<file path="src/rtl/square_root_adder_pkg.sv">
`default_nettype none
// +------------------------------------------------------------------------+
// | Package    : squcsa_pkg                                                |
// | Description: Shared width and carry-select group plan for the 9-bit    |
// |              square-root carry-select adder.                           |
// | Revision   : 1.0 - initial release                                     |
// +------------------------------------------------------------------------+
package squcsa_pkg;

    localparam int WIDTH  = 9;

    // Group sizes grow toward the MSB so local sums settle before the select carry.
    localparam int G0_LSB = 0;
    localparam int G0_W   = 2;
    localparam int G1_LSB = 2;
    localparam int G1_W   = 3;
    localparam int G2_LSB = 5;
    localparam int G2_W   = 4;

    typedef logic [WIDTH-1:0] operand_t;

endpackage
`default_nettype wire

</file>
<file path="src/rtl/square_root_adder_if.sv">
`default_nettype none
// +------------------------------------------------------------------------+
// | Interface  : square_root_adder_if                                      |
// | Description: Operand/result bundle for square_root_adder.              |
// | Revision   : 1.0 - initial release                                     |
// +------------------------------------------------------------------------+
interface square_root_adder_if;
    import squcsa_pkg::*;

    operand_t a;
    operand_t b;
    logic     c_in;
    logic     in_valid;
    operand_t sum;
    logic     c_out;
    logic     out_valid;

    modport master (
        output a, b, c_in, in_valid,
        input  sum, c_out, out_valid
    );

    modport slave (
        input  a, b, c_in, in_valid,
        output sum, c_out, out_valid
    );

endinterface
`default_nettype wire

</file>
<file path="src/rtl/square_root_adder_csa_block.sv">
`default_nettype none
// +------------------------------------------------------------------------+
// | Module     : csa_block                                                 |
// | Description: W-bit carry-select group: two ripple adders (cin 0/1)     |
// |              and a sum/carry mux driven by the select carry.           |
// | Revision   : 1.0 - initial release                                     |
// +------------------------------------------------------------------------+
module csa_block #(
    parameter int W = 4
) (
    input  wire logic [W-1:0] x,
    input  wire logic [W-1:0] y,
    input  wire logic         cin_sel,
    output logic      [W-1:0] s,
    output logic              cout
);

    logic [W:0]   w_c0;
    logic [W:0]   w_c1;
    logic [W-1:0] w_s0;
    logic [W-1:0] w_s1;

    assign w_c0[0] = 1'b0;
    assign w_c1[0] = 1'b1;

    generate
        for (genvar gi = 0; gi < W; gi++) begin : g_ripple
            assign w_s0[gi]   = x[gi] ^ y[gi] ^ w_c0[gi];
            assign w_c0[gi+1] = (x[gi] & y[gi]) | (w_c0[gi] & (x[gi] ^ y[gi]));
            assign w_s1[gi]   = x[gi] ^ y[gi] ^ w_c1[gi];
            assign w_c1[gi+1] = (x[gi] & y[gi]) | (w_c1[gi] & (x[gi] ^ y[gi]));
        end
    endgenerate

    assign s    = cin_sel ? w_s1    : w_s0;
    assign cout = cin_sel ? w_c1[W] : w_c0[W];

endmodule
`default_nettype wire

</file>
<file path="src/rtl/square_root_adder.sv">
`default_nettype none
// +------------------------------------------------------------------------+
// | Module     : square_root_adder                                         |
// | Description: Registered 9-bit square-root carry-select adder (2/3/4    |
// |              bit groups). Define SQUCSA_INPUT_REG_EN to add an input   |
// |              register stage (latency 2 instead of 1).                  |
// | Revision   : 1.0 - initial release                                     |
// +------------------------------------------------------------------------+
module square_root_adder
    import squcsa_pkg::*;
(
    input wire logic          clk,
    input wire logic          rst_n,
    square_root_adder_if.slave bus
);

    operand_t w_a;
    operand_t w_b;
    logic     w_cin;
    logic     w_vld;

`ifdef SQUCSA_INPUT_REG_EN
    operand_t a_q,   a_d;
    operand_t b_q,   b_d;
    logic     cin_q, cin_d;
    logic     vld_q, vld_d;

    always_comb begin
        a_d   = bus.a;
        b_d   = bus.b;
        cin_d = bus.c_in;
        vld_d = bus.in_valid;
    end

    always_ff @(posedge clk) begin
        if (!rst_n) begin
            a_q   <= '0;
            b_q   <= '0;
            cin_q <= 1'b0;
            vld_q <= 1'b0;
        end else begin
            a_q   <= a_d;
            b_q   <= b_d;
            cin_q <= cin_d;
            vld_q <= vld_d;
        end
    end

    assign w_a   = a_q;
    assign w_b   = b_q;
    assign w_cin = cin_q;
    assign w_vld = vld_q;
`else
    assign w_a   = bus.a;
    assign w_b   = bus.b;
    assign w_cin = bus.c_in;
    assign w_vld = bus.in_valid;
`endif

    // G0: plain ripple seeded by c_in; its carry selects G1.
    logic [G0_W:0]   w_g0_c;
    logic [G0_W-1:0] w_s0;

    assign w_g0_c[0] = w_cin;

    generate
        for (genvar gi = 0; gi < G0_W; gi++) begin : g_g0_ripple
            assign w_s0[gi]     = w_a[G0_LSB+gi] ^ w_b[G0_LSB+gi] ^ w_g0_c[gi];
            assign w_g0_c[gi+1] = (w_a[G0_LSB+gi] & w_b[G0_LSB+gi])
                                | (w_g0_c[gi] & (w_a[G0_LSB+gi] ^ w_b[G0_LSB+gi]));
        end
    endgenerate

    logic [G1_W-1:0] w_s1;
    logic            w_c1;
    logic [G2_W-1:0] w_s2;
    logic            w_c2;

    csa_block #(.W(G1_W)) u_g1 (
        .x       (w_a[G1_LSB +: G1_W]),
        .y       (w_b[G1_LSB +: G1_W]),
        .cin_sel (w_g0_c[G0_W]),
        .s       (w_s1),
        .cout    (w_c1)
    );

    csa_block #(.W(G2_W)) u_g2 (
        .x       (w_a[G2_LSB +: G2_W]),
        .y       (w_b[G2_LSB +: G2_W]),
        .cin_sel (w_c1),
        .s       (w_s2),
        .cout    (w_c2)
    );

    operand_t sum_q,       sum_d;
    logic     c_out_q,     c_out_d;
    logic     out_valid_q, out_valid_d;

    always_comb begin
        sum_d       = sum_q;
        c_out_d     = c_out_q;
        out_valid_d = w_vld;
        if (w_vld) begin
            sum_d   = {w_s2, w_s1, w_s0};
            c_out_d = w_c2;
        end
    end

    always_ff @(posedge clk) begin
        if (!rst_n) begin
            sum_q       <= '0;
            c_out_q     <= 1'b0;
            out_valid_q <= 1'b0;
        end else begin
            sum_q       <= sum_d;
            c_out_q     <= c_out_d;
            out_valid_q <= out_valid_d;
        end
    end

    assign bus.sum       = sum_q;
    assign bus.c_out     = c_out_q;
    assign bus.out_valid = out_valid_q;

endmodule
`default_nettype wire

</file>
<file path="src/flat_wrapper.sv">
// flat-port wrapper written by rule: the top's interface ports become plain ports
module square_root_adder_flat import squcsa_pkg::*;
  (clk, rst_n, bus_a, bus_b, bus_c_in, bus_in_valid, bus_sum, bus_c_out, bus_out_valid);
  square_root_adder_if bus_i ();
  input wire logic clk;
  input wire logic rst_n;
  input wire logic [$bits(bus_i.a)-1:0] bus_a;
  input wire logic [$bits(bus_i.b)-1:0] bus_b;
  input wire logic [$bits(bus_i.c_in)-1:0] bus_c_in;
  input wire logic [$bits(bus_i.in_valid)-1:0] bus_in_valid;
  output wire logic [$bits(bus_i.sum)-1:0] bus_sum;
  output wire logic [$bits(bus_i.c_out)-1:0] bus_c_out;
  output wire logic [$bits(bus_i.out_valid)-1:0] bus_out_valid;
  assign bus_i.a = bus_a;
  assign bus_i.b = bus_b;
  assign bus_i.c_in = bus_c_in;
  assign bus_i.in_valid = bus_in_valid;
  assign bus_sum = bus_i.sum;
  assign bus_c_out = bus_i.c_out;
  assign bus_out_valid = bus_i.out_valid;
  square_root_adder u_core (.clk(clk), .rst_n(rst_n), .bus(bus_i));
endmodule
</file>
<file path="config.mk">
export PLATFORM = sky130hd
export DESIGN_NAME = square_root_adder_flat
export DESIGN_NICKNAME = d
export VERILOG_FILES = /design/src/rtl/square_root_adder_pkg.sv /design/src/rtl/square_root_adder_if.sv /design/src/rtl/square_root_adder_csa_block.sv /design/src/rtl/square_root_adder.sv /design/src/flat_wrapper.sv
export SDC_FILE = /design/constraint.sdc
export NUM_CORES = 1
export LEC_CHECK = 0
export CORE_AREA = 2 2 39 41
export DETAILED_ROUTE_END_ITERATION = 12
export DIE_AREA = 0 0 41 43
export DONT_BUFFER_PORTS = 1
export PLACE_DENSITY = 0.68
export RECOVER_POWER = 100
export SLEW_MARGIN = 20
export SYNTH_ARGS = -nofsm -noshare
export SYNTH_HDL_FRONTEND = slang
export SYNTH_HIERARCHICAL = 1
export SYNTH_SLANG_ARGS = --single-unit
export TNS_END_PERCENT = 10
</file>
<file path="constraint.sdc">
create_clock -name clk -period 4.2 [get_ports clk]
set_clock_uncertainty 0.05 [all_clocks]
set_input_delay 0.42 -clock clk [delete_from_list [all_inputs] [get_ports clk]]
set_output_delay 0.42 -clock clk [all_outputs]
set_load 0.03 [all_outputs]
</file>
# == Yosys cells after proc, flatten, opt, wreduce, memory -nomap -nowiden ==
# Index checks and enable logic that the tools add are counted.
# word_totals
reg_bits,11
in_bits,22
out_inout_bits,11
wordCells,65
# op_classes
n_mux,4
bitwise,58
# ops
operator,count
$and A1 B1 Y1,21
$xor A1 B1 Y1,21
$or A1 B1 Y1,14
$mux W4,1
$mux W3,1
$mux W1,2
$not A1 Y1,2

# == Logic depth before layout (Yosys ltp) ==
# Gate-level depths: netlist of run 1.
# depth
ltp_word,9
depth_mapped,18
mapped_depth_nobuf,18

# == Modules after synthesis ==
# The synthesis of run 1 kept the hierarchy.
# modules_own_cells
module,instances,cells_per_inst,area_per_inst_um2
square_root_adder,1,42,462.9
csa_block (u_core.u_g2),1,15,133.9
csa_block (u_core.u_g1),1,14,108.9

# == Worst setup path after synthesis of run 1 ==
# Ideal clock, no wire load.
# synth_timing
path_kind,in2reg
from,in bus_a[0]
to,reg u_core.sum_q[8] (netlist: u_core/bus.sum[8])
setup_ns,0.065
arrival_time_ns,3.652
required_ns,4.085
path_slack_ns,0.432
path_stages,18
path_buffers,0
path_cell_list,inv_1 > fa_1 > fa_1 > inv_1 > nor2_1 > a21oi_1 > fa_1 > inv_1 > fa_1 > inv_1 > mux2i_1 > fa_1 > fa_1 > inv_1 > fa_1 > inv_1 > mux2i_1 > nor2b_1
# synth_via
elab_chain_cells,7
elab_cells_between_ends,8
classes_between,mux: 2; bitwise: 6
# synth_lines
element,line,text
from (decl),flat_wrapper.sv:7,input wire logic [$bits(bus_i.a)-1:0] bus_a;
$xor A1 B1 Y1,square_root_adder.sv:70,| (w_g0_c[gi] & (w_a[G0_LSB+gi] ^ w_b[G0_LSB+gi]));
$and A1 B1 Y1,square_root_adder.sv:70,
$or A1 B1 Y1 (*),square_root_adder.sv:70,
$and A1 B1 Y1 (*),square_root_adder.sv:70,
$or A1 B1 Y1 (*),square_root_adder.sv:70,
net u_core.w_g0_c[2],square_root_adder.sv:61,logic [G0_W:0] w_g0_c;
$mux W1 (*),square_root_adder_csa_block.sv:36,assign cout = cin_sel ? w_c1[W] : w_c0[W];
net u_core.w_c1,square_root_adder.sv:75,logic w_c1;
$mux W4 (*),square_root_adder_csa_block.sv:35,assign s = cin_sel ? w_s1 : w_s0;
net u_core.w_s2[3],square_root_adder.sv:76,logic [G2_W-1:0] w_s2;
to (signal assigned),square_root_adder.sv:115,sum_q <= sum_d;
to (decl),square_root_adder.sv:95,"operand_t sum_q, sum_d;"
# Mark *: on every way through the listed nets, which the timed path passes. The rest lies on a longest branch.
# A chain may end at the register's enable or synchronous reset.

# == Final worst setup path of run 1 ==
# Ends and elaborated chain as after synthesis.

==> results.cfg, run 1 <==
[worst_setup_path]
crit_type = in2reg
critical_path.max_fanout = 3
cp-start-kind = input port
crit_required_ns = 4.37
worstPathArrival_ns = 3.87
endpoint_kind = register

[pwr]
p_leak_nw = 0.405
powerDensity_nw_per_um2 = 358
max-vdd-ir-drop_mv = 0.178

[route]
first_pass_iters = 4
wl_um = 1120
drtAntennaViolNets = 0
avgViaCountPerCell = 4.87
drcViolationCount = 0
vias = 433
route.detailed.wl_per_inst_um = 12.5
drt_iter0_drc = 3

[place]
io_buffer_count = 0
dp_hpwl_um = 833
gp_congestion = 0.557

[logic_synthesis]
synthArstFlopShare = 0
synth_area_leader_cell = dfxtp_1
synth_cell_types = 14
yosys_warnings = 6
ys_seq_area_frac = 0.312
yosys-top-cells-area = dfxtp_1, fa_1, mux2i_1
synth_area_um2 = 706
synth_top_area_share = 0.312
synthMostInstantiatedCell = inv_1
syn-num-nets = 104
yosys_register_bits = 11
synth_ff_type = dfxtp_1
syn_avg_cell_area_um2 = 9.94
netlist_instances = 71
yosys-top-cells-count = inv_1, dfxtp_1, mux2i_1
synth_edf_count = 0

[global_routing]
grt_pass1_vias = 463
grt_max_degree = 14
track_usage = 0.164
antenna_found_initial = 0
grt_remaining_overflow = 0
grt_pass1_wl_um = 1860

[sta]
drv_slew = 0
min_period_over_period = 0.882
fmax_mhz = 270
rsz0062_at_grt = no
slew_headroom = 0.776
worstMarginPinSlew_ns = 0.336
period_minus_slack_ns = 3.70
hold_viol_final = 0
setup-violations-final = 0
fin_tns_setup_ns = 0

[clock_network]
hold_buffers = 0
htreeDepth = 1
cts_root_buf = clkbuf_4
clk_latency_ns = 0.27
cts_tree = built
clk_pin_slew_ns = 0.07
cts_buffers = 3
post-cts-setup-buffers = 0
ctsResizeCount = 0
cts_sinks = 11
clk_path_buf_depth = 2

[outcome]
status = completed

[finish]
nNetsFinal = 107
antenna_cells = 0
areaGrowthSynthToFinish_pct = 4.43
fin_util = 0.533
layout-drive-gt1-share = 0.0548

[die]
die_h_um = 43
dieArea_um2 = 1760
row_count = 14
initial_utilization = 0.510
die_w_um = 41
ioPinCount = 33
core_um2 = 1380

[flow_run]
maxCapViolations = 0

[hold_path]
min_path_type = in2reg
## critical path: stages
cell     delay [ns]
inv_1          0.04
fa_1           0.43
fa_1           0.37
inv_1          0.10
nor2_1         0.05
a21oi_1        0.16
fa_1           0.19
inv_1          0.05
fa_1           0.36
inv_1          0.11
mux2i_1        0.10
fa_1           0.38
fa_1           0.38
inv_1          0.08
fa_1           0.41
inv_1          0.06
mux2i_1        0.06
nor2b_1        0.11
## sequential cells by signal, summed over array words and instances, names as in the netlist
name and count:
u_core/bus.c_out 1, u_core/bus.out_valid 1, u_core/bus.sum 9
## metrics by stage
stage / setup WS, ns / hold slack (ns) / total power (W) / instance area, um2 / std cells
3_5_place_dp: 0.213 / 0.506 / 0.000192 / 711 / 85
6_report: 0.498 / 0.220 / 0.000264 / 737 / 89
3_3_place_gp: 0.274 / 0.500 / 0.000191 / 711 / 85
4_1_cts: 0.476 / 0.214 / 0.000269 / 737 / 89
5_1_grt: 0.281 / 0.212 / 0.000282 / 737 / 89
2_1_floorplan: 0.432 / 0.498 / 0.000186 / 706 / 71
## routing by layer
layer / wire length [um] / global-route usage / part of all wire
met1: 391 / 0.178 / 0.35
met2: 602 / 0.256 / 0.54
met3: 91 / 0.0419 / 0.082
met4: 30 / 0.120 / 0.027
met5: 0 / 0 / 0
## layout by cell type (no fill, tap or decap)
cell type / instances
nor2b_1: 8
dfxtp_1: 11
xor2_1: 2
a21oi_1: 1
fa_1: 7
nand2_1: 2
ha_1: 4
inv_1: 21
clkbuf_4: 3
and2_2: 1
mux2i_1: 9
o211a_1: 2
nor2_1: 1
clkbuf_1: 1
## area by class of cell
class                   count  area [um2]
clock buffers               4        26.3
fillers                   140         647
inverters                  21        78.8
multi-input cells          37         392
flip-flops and latches     11         220
well taps                  16        20.0
## power breakdown
part / leakage, nW / internal, W / switching, W
registers: 0.0911 / 0.000115 / 0.0000276
clock network: 0.0150 / 0.0000368 / 0.0000378
logic: 0.299 / 0.0000248 / 0.0000221
total: 0.405 / 0.000177 / 0.0000874
## cells by family (layout without fill, tap and decap cells)
family / after synthesis / count (layout) / synth area share
buffers and inverters: 23 / 25 / 0.133
AND/OR/NAND/NOR: 12 / 12 / 0.0975
adder cells (fa/ha/maj): 11 / 11 / 0.270
flip-flops: 11 / 11 / 0.312
multiplexers: 9 / 9 / 0.128
AO/OA/AOI/OAI: 3 / 3 / 0.0355
XOR/XNOR: 2 / 2 / 0.0248
## final timing paths
path,start,to,slack [ns],cells past startpoint
max,bus_a[0],u_core/bus.sum[8],0.50,18
min,rst_n,u_core/bus.c_out,0.22,1
max reg2reg,u_core/bus.sum[7],u_core/bus.sum[7],3.32,2
min reg2reg,u_core/bus.sum[2],u_core/bus.sum[2],0.62,2
(Power assumes the default switching activity.)
==> run 2, diff against run 1 <==
==> constraint.sdc (replaced) <==
create_clock -name clk -period 4.8 [get_ports clk]
set_clock_uncertainty 0.05 [all_clocks]
set_input_delay 0.48 -clock clk [delete_from_list [all_inputs] [get_ports clk]]
set_output_delay 0.48 -clock clk [all_outputs]
set_load 0.03 [all_outputs]
==> run 2 against run 1 <==
Compared with the run above: total power shrank 14%; die area is the same; sequential power shrank 13%; flip-flop and latch count is the same; final cell count is the same; sequential share of layout area is the same; via count shrank 2.8%; global-route usage shrank 2.9 points; count of clock-buffer cells in the layout is the same; routed wire length shrank 10%.
==> results.cfg, run 2 (synthesized netlist as in run 1, its figures left out) <==
[die]
ioPinCount = 33
initial_utilization = 0.510
row_count = 14
dieArea_um2 = 1760
core_um2 = 1380
die_w_um = 41
die_h_um = 43

[flow_run]
maxCapViolations = 0

[worst_setup_path]
crit_type = in2reg
rr_worst_depth = 2
critical_path.max_fanout = 3
cpPeakStageDelay_ns = 0.42
cp-start-kind = input port
path_common_cell = fa_1
crit_chain = inv_1 > fa_1 > fa_1 > inv_1 > nor2_1 > a21oi_1 > fa_1 > inv_1 > fa_1 > inv_1 > mux2i_1 > fa_1 > fa_1 > inv_1 > fa_1 > inv_1 > mux2i_1 > nor2b_1
slowest_stage = fa_1
crit_required_ns = 4.95
endpoint_kind = register
worstPathArrival_ns = 3.89

[route]
avgViaCountPerCell = 4.73
wl_met1_um = 416
route.detailed.wl_per_inst_um = 11.3
wl_um = 1000
wl_met3_um = 85
drcViolationCount = 0
wl_met2_um = 484
vias = 421
drt_iter0_drc = 1
top_layer = met4
first_pass_iters = 2
drtAntennaViolNets = 0

[finish]
layout-drive-gt1-share = 0.0548
nNetsFinal = 107
areaGrowthSynthToFinish_pct = 4.43
largest_register_ffs = 9
layout_common_cells = inv_1, dfxtp_1, mux2i_1
design_area_um2 = 737
final_common_cell = inv_1
antenna_cells = 0

[global_routing]
track_usage = 0.135
grt_remaining_overflow = 0
grt_pass1_wl_um = 1590
grt_pass1_vias = 407
grt_max_degree = 14
antenna_found_initial = 0

[sta]
period_minus_slack_ns = 3.74
slew_headroom = 0.777
fin_tns_setup_ns = 0
fmax_mhz = 267
hold_viol_final = 0
min_period_over_period = 0.780
rsz0062_at_grt = no
worstMarginPinSlew_ns = 0.334
drv_slew = 0
setup-violations-final = 0

[hold_path]
min_path_type = in2reg
min_path_cells = 1

[pwr]
power_w = 0.000226
power_frac_comb = 0.176
power_frac_seq = 0.551
p_sw_w = 0.0000723
powerDensity_nw_per_um2 = 307
power.internal_w = 0.000154
p_clk_frac = 0.273
max-vdd-ir-drop_mv = 0.148
p_sw_frac = 0.319
p_leak_nw = 0.405

[clock_network]
post-cts-setup-buffers = 0
cts_tree = built
ctsResizeCount = 0
hold_buffers = 0
cts_sinks = 11
htreeDepth = 1
clk_path_buf_depth = 2
clk_latency_ns = 0.26
cts_buffers = 3
clk_pin_slew_ns = 0.07
cts_root_buf = clkbuf_4

[place]
dp_hpwl_um = 816
postPlaceCellArea_um2 = 711
io_buffer_count = 0
gp_congestion = 0.567

[outcome]
status = completed
[run 2: metal layers]
metal	global-route usage	vias up
met3	0.0366	2
met4	0.0800	0
met1	0.173	192
li1	-	210
met5	0	-
met2	0.194	17
[run 2: cell type report]
class	instances	area, um2
fillers	142	647
clock buffers	4	26.3
well taps	16	20.0
multi-input cells	37	392
inverters	21	78.8
flip-flops and latches	11	220
[run 2: worst max-delay path, delay by kind of cell]
family	cells	cell delay, ns
adders and majority gates	7	2.49
and+or+nand+nor	2	0.16
muxes	2	0.17
AOI/OAI and AO/OA	1	0.16
buffers and inverters	6	0.43
[run 2: worst paths after layout]
path,from,endpoint,slack [ns]
worst min-delay path,rst_n,u_core/bus.sum[6],0.30
worst max register to register,u_core/bus.sum[5],u_core/bus.sum[5],3.93
worst min register to register,u_core/bus.sum[8],u_core/bus.sum[8],0.61
worst max-delay path,bus_a[0],u_core/bus.sum[8],1.06
[run 2: metrics by stage]
stage | setup WS (ns) | hold WS, ns | util | cells
after floorplan | 0.972 | 0.558 | - | 71
after global placement | 0.804 | 0.560 | 0.514 | 85
after detailed placement | 0.767 | 0.565 | 0.514 | 85
after CTS | 1.03 | 0.290 | 0.533 | 89
after global routing | 0.794 | 0.279 | 0.533 | 89
final | 1.06 | 0.297 | 0.533 | 89
[run 2: power by group through the flow]
stage                      Clock, W  Combinational (W)  Sequential [W]
after floorplan                   0          0.0000373        0.000125
after global placement            0          0.0000393        0.000127
after detailed placement          0          0.0000412        0.000127
after CTS                 0.0000655          0.0000411        0.000125
after global routing      0.0000715          0.0000483        0.000126
final                     0.0000618          0.0000398        0.000125
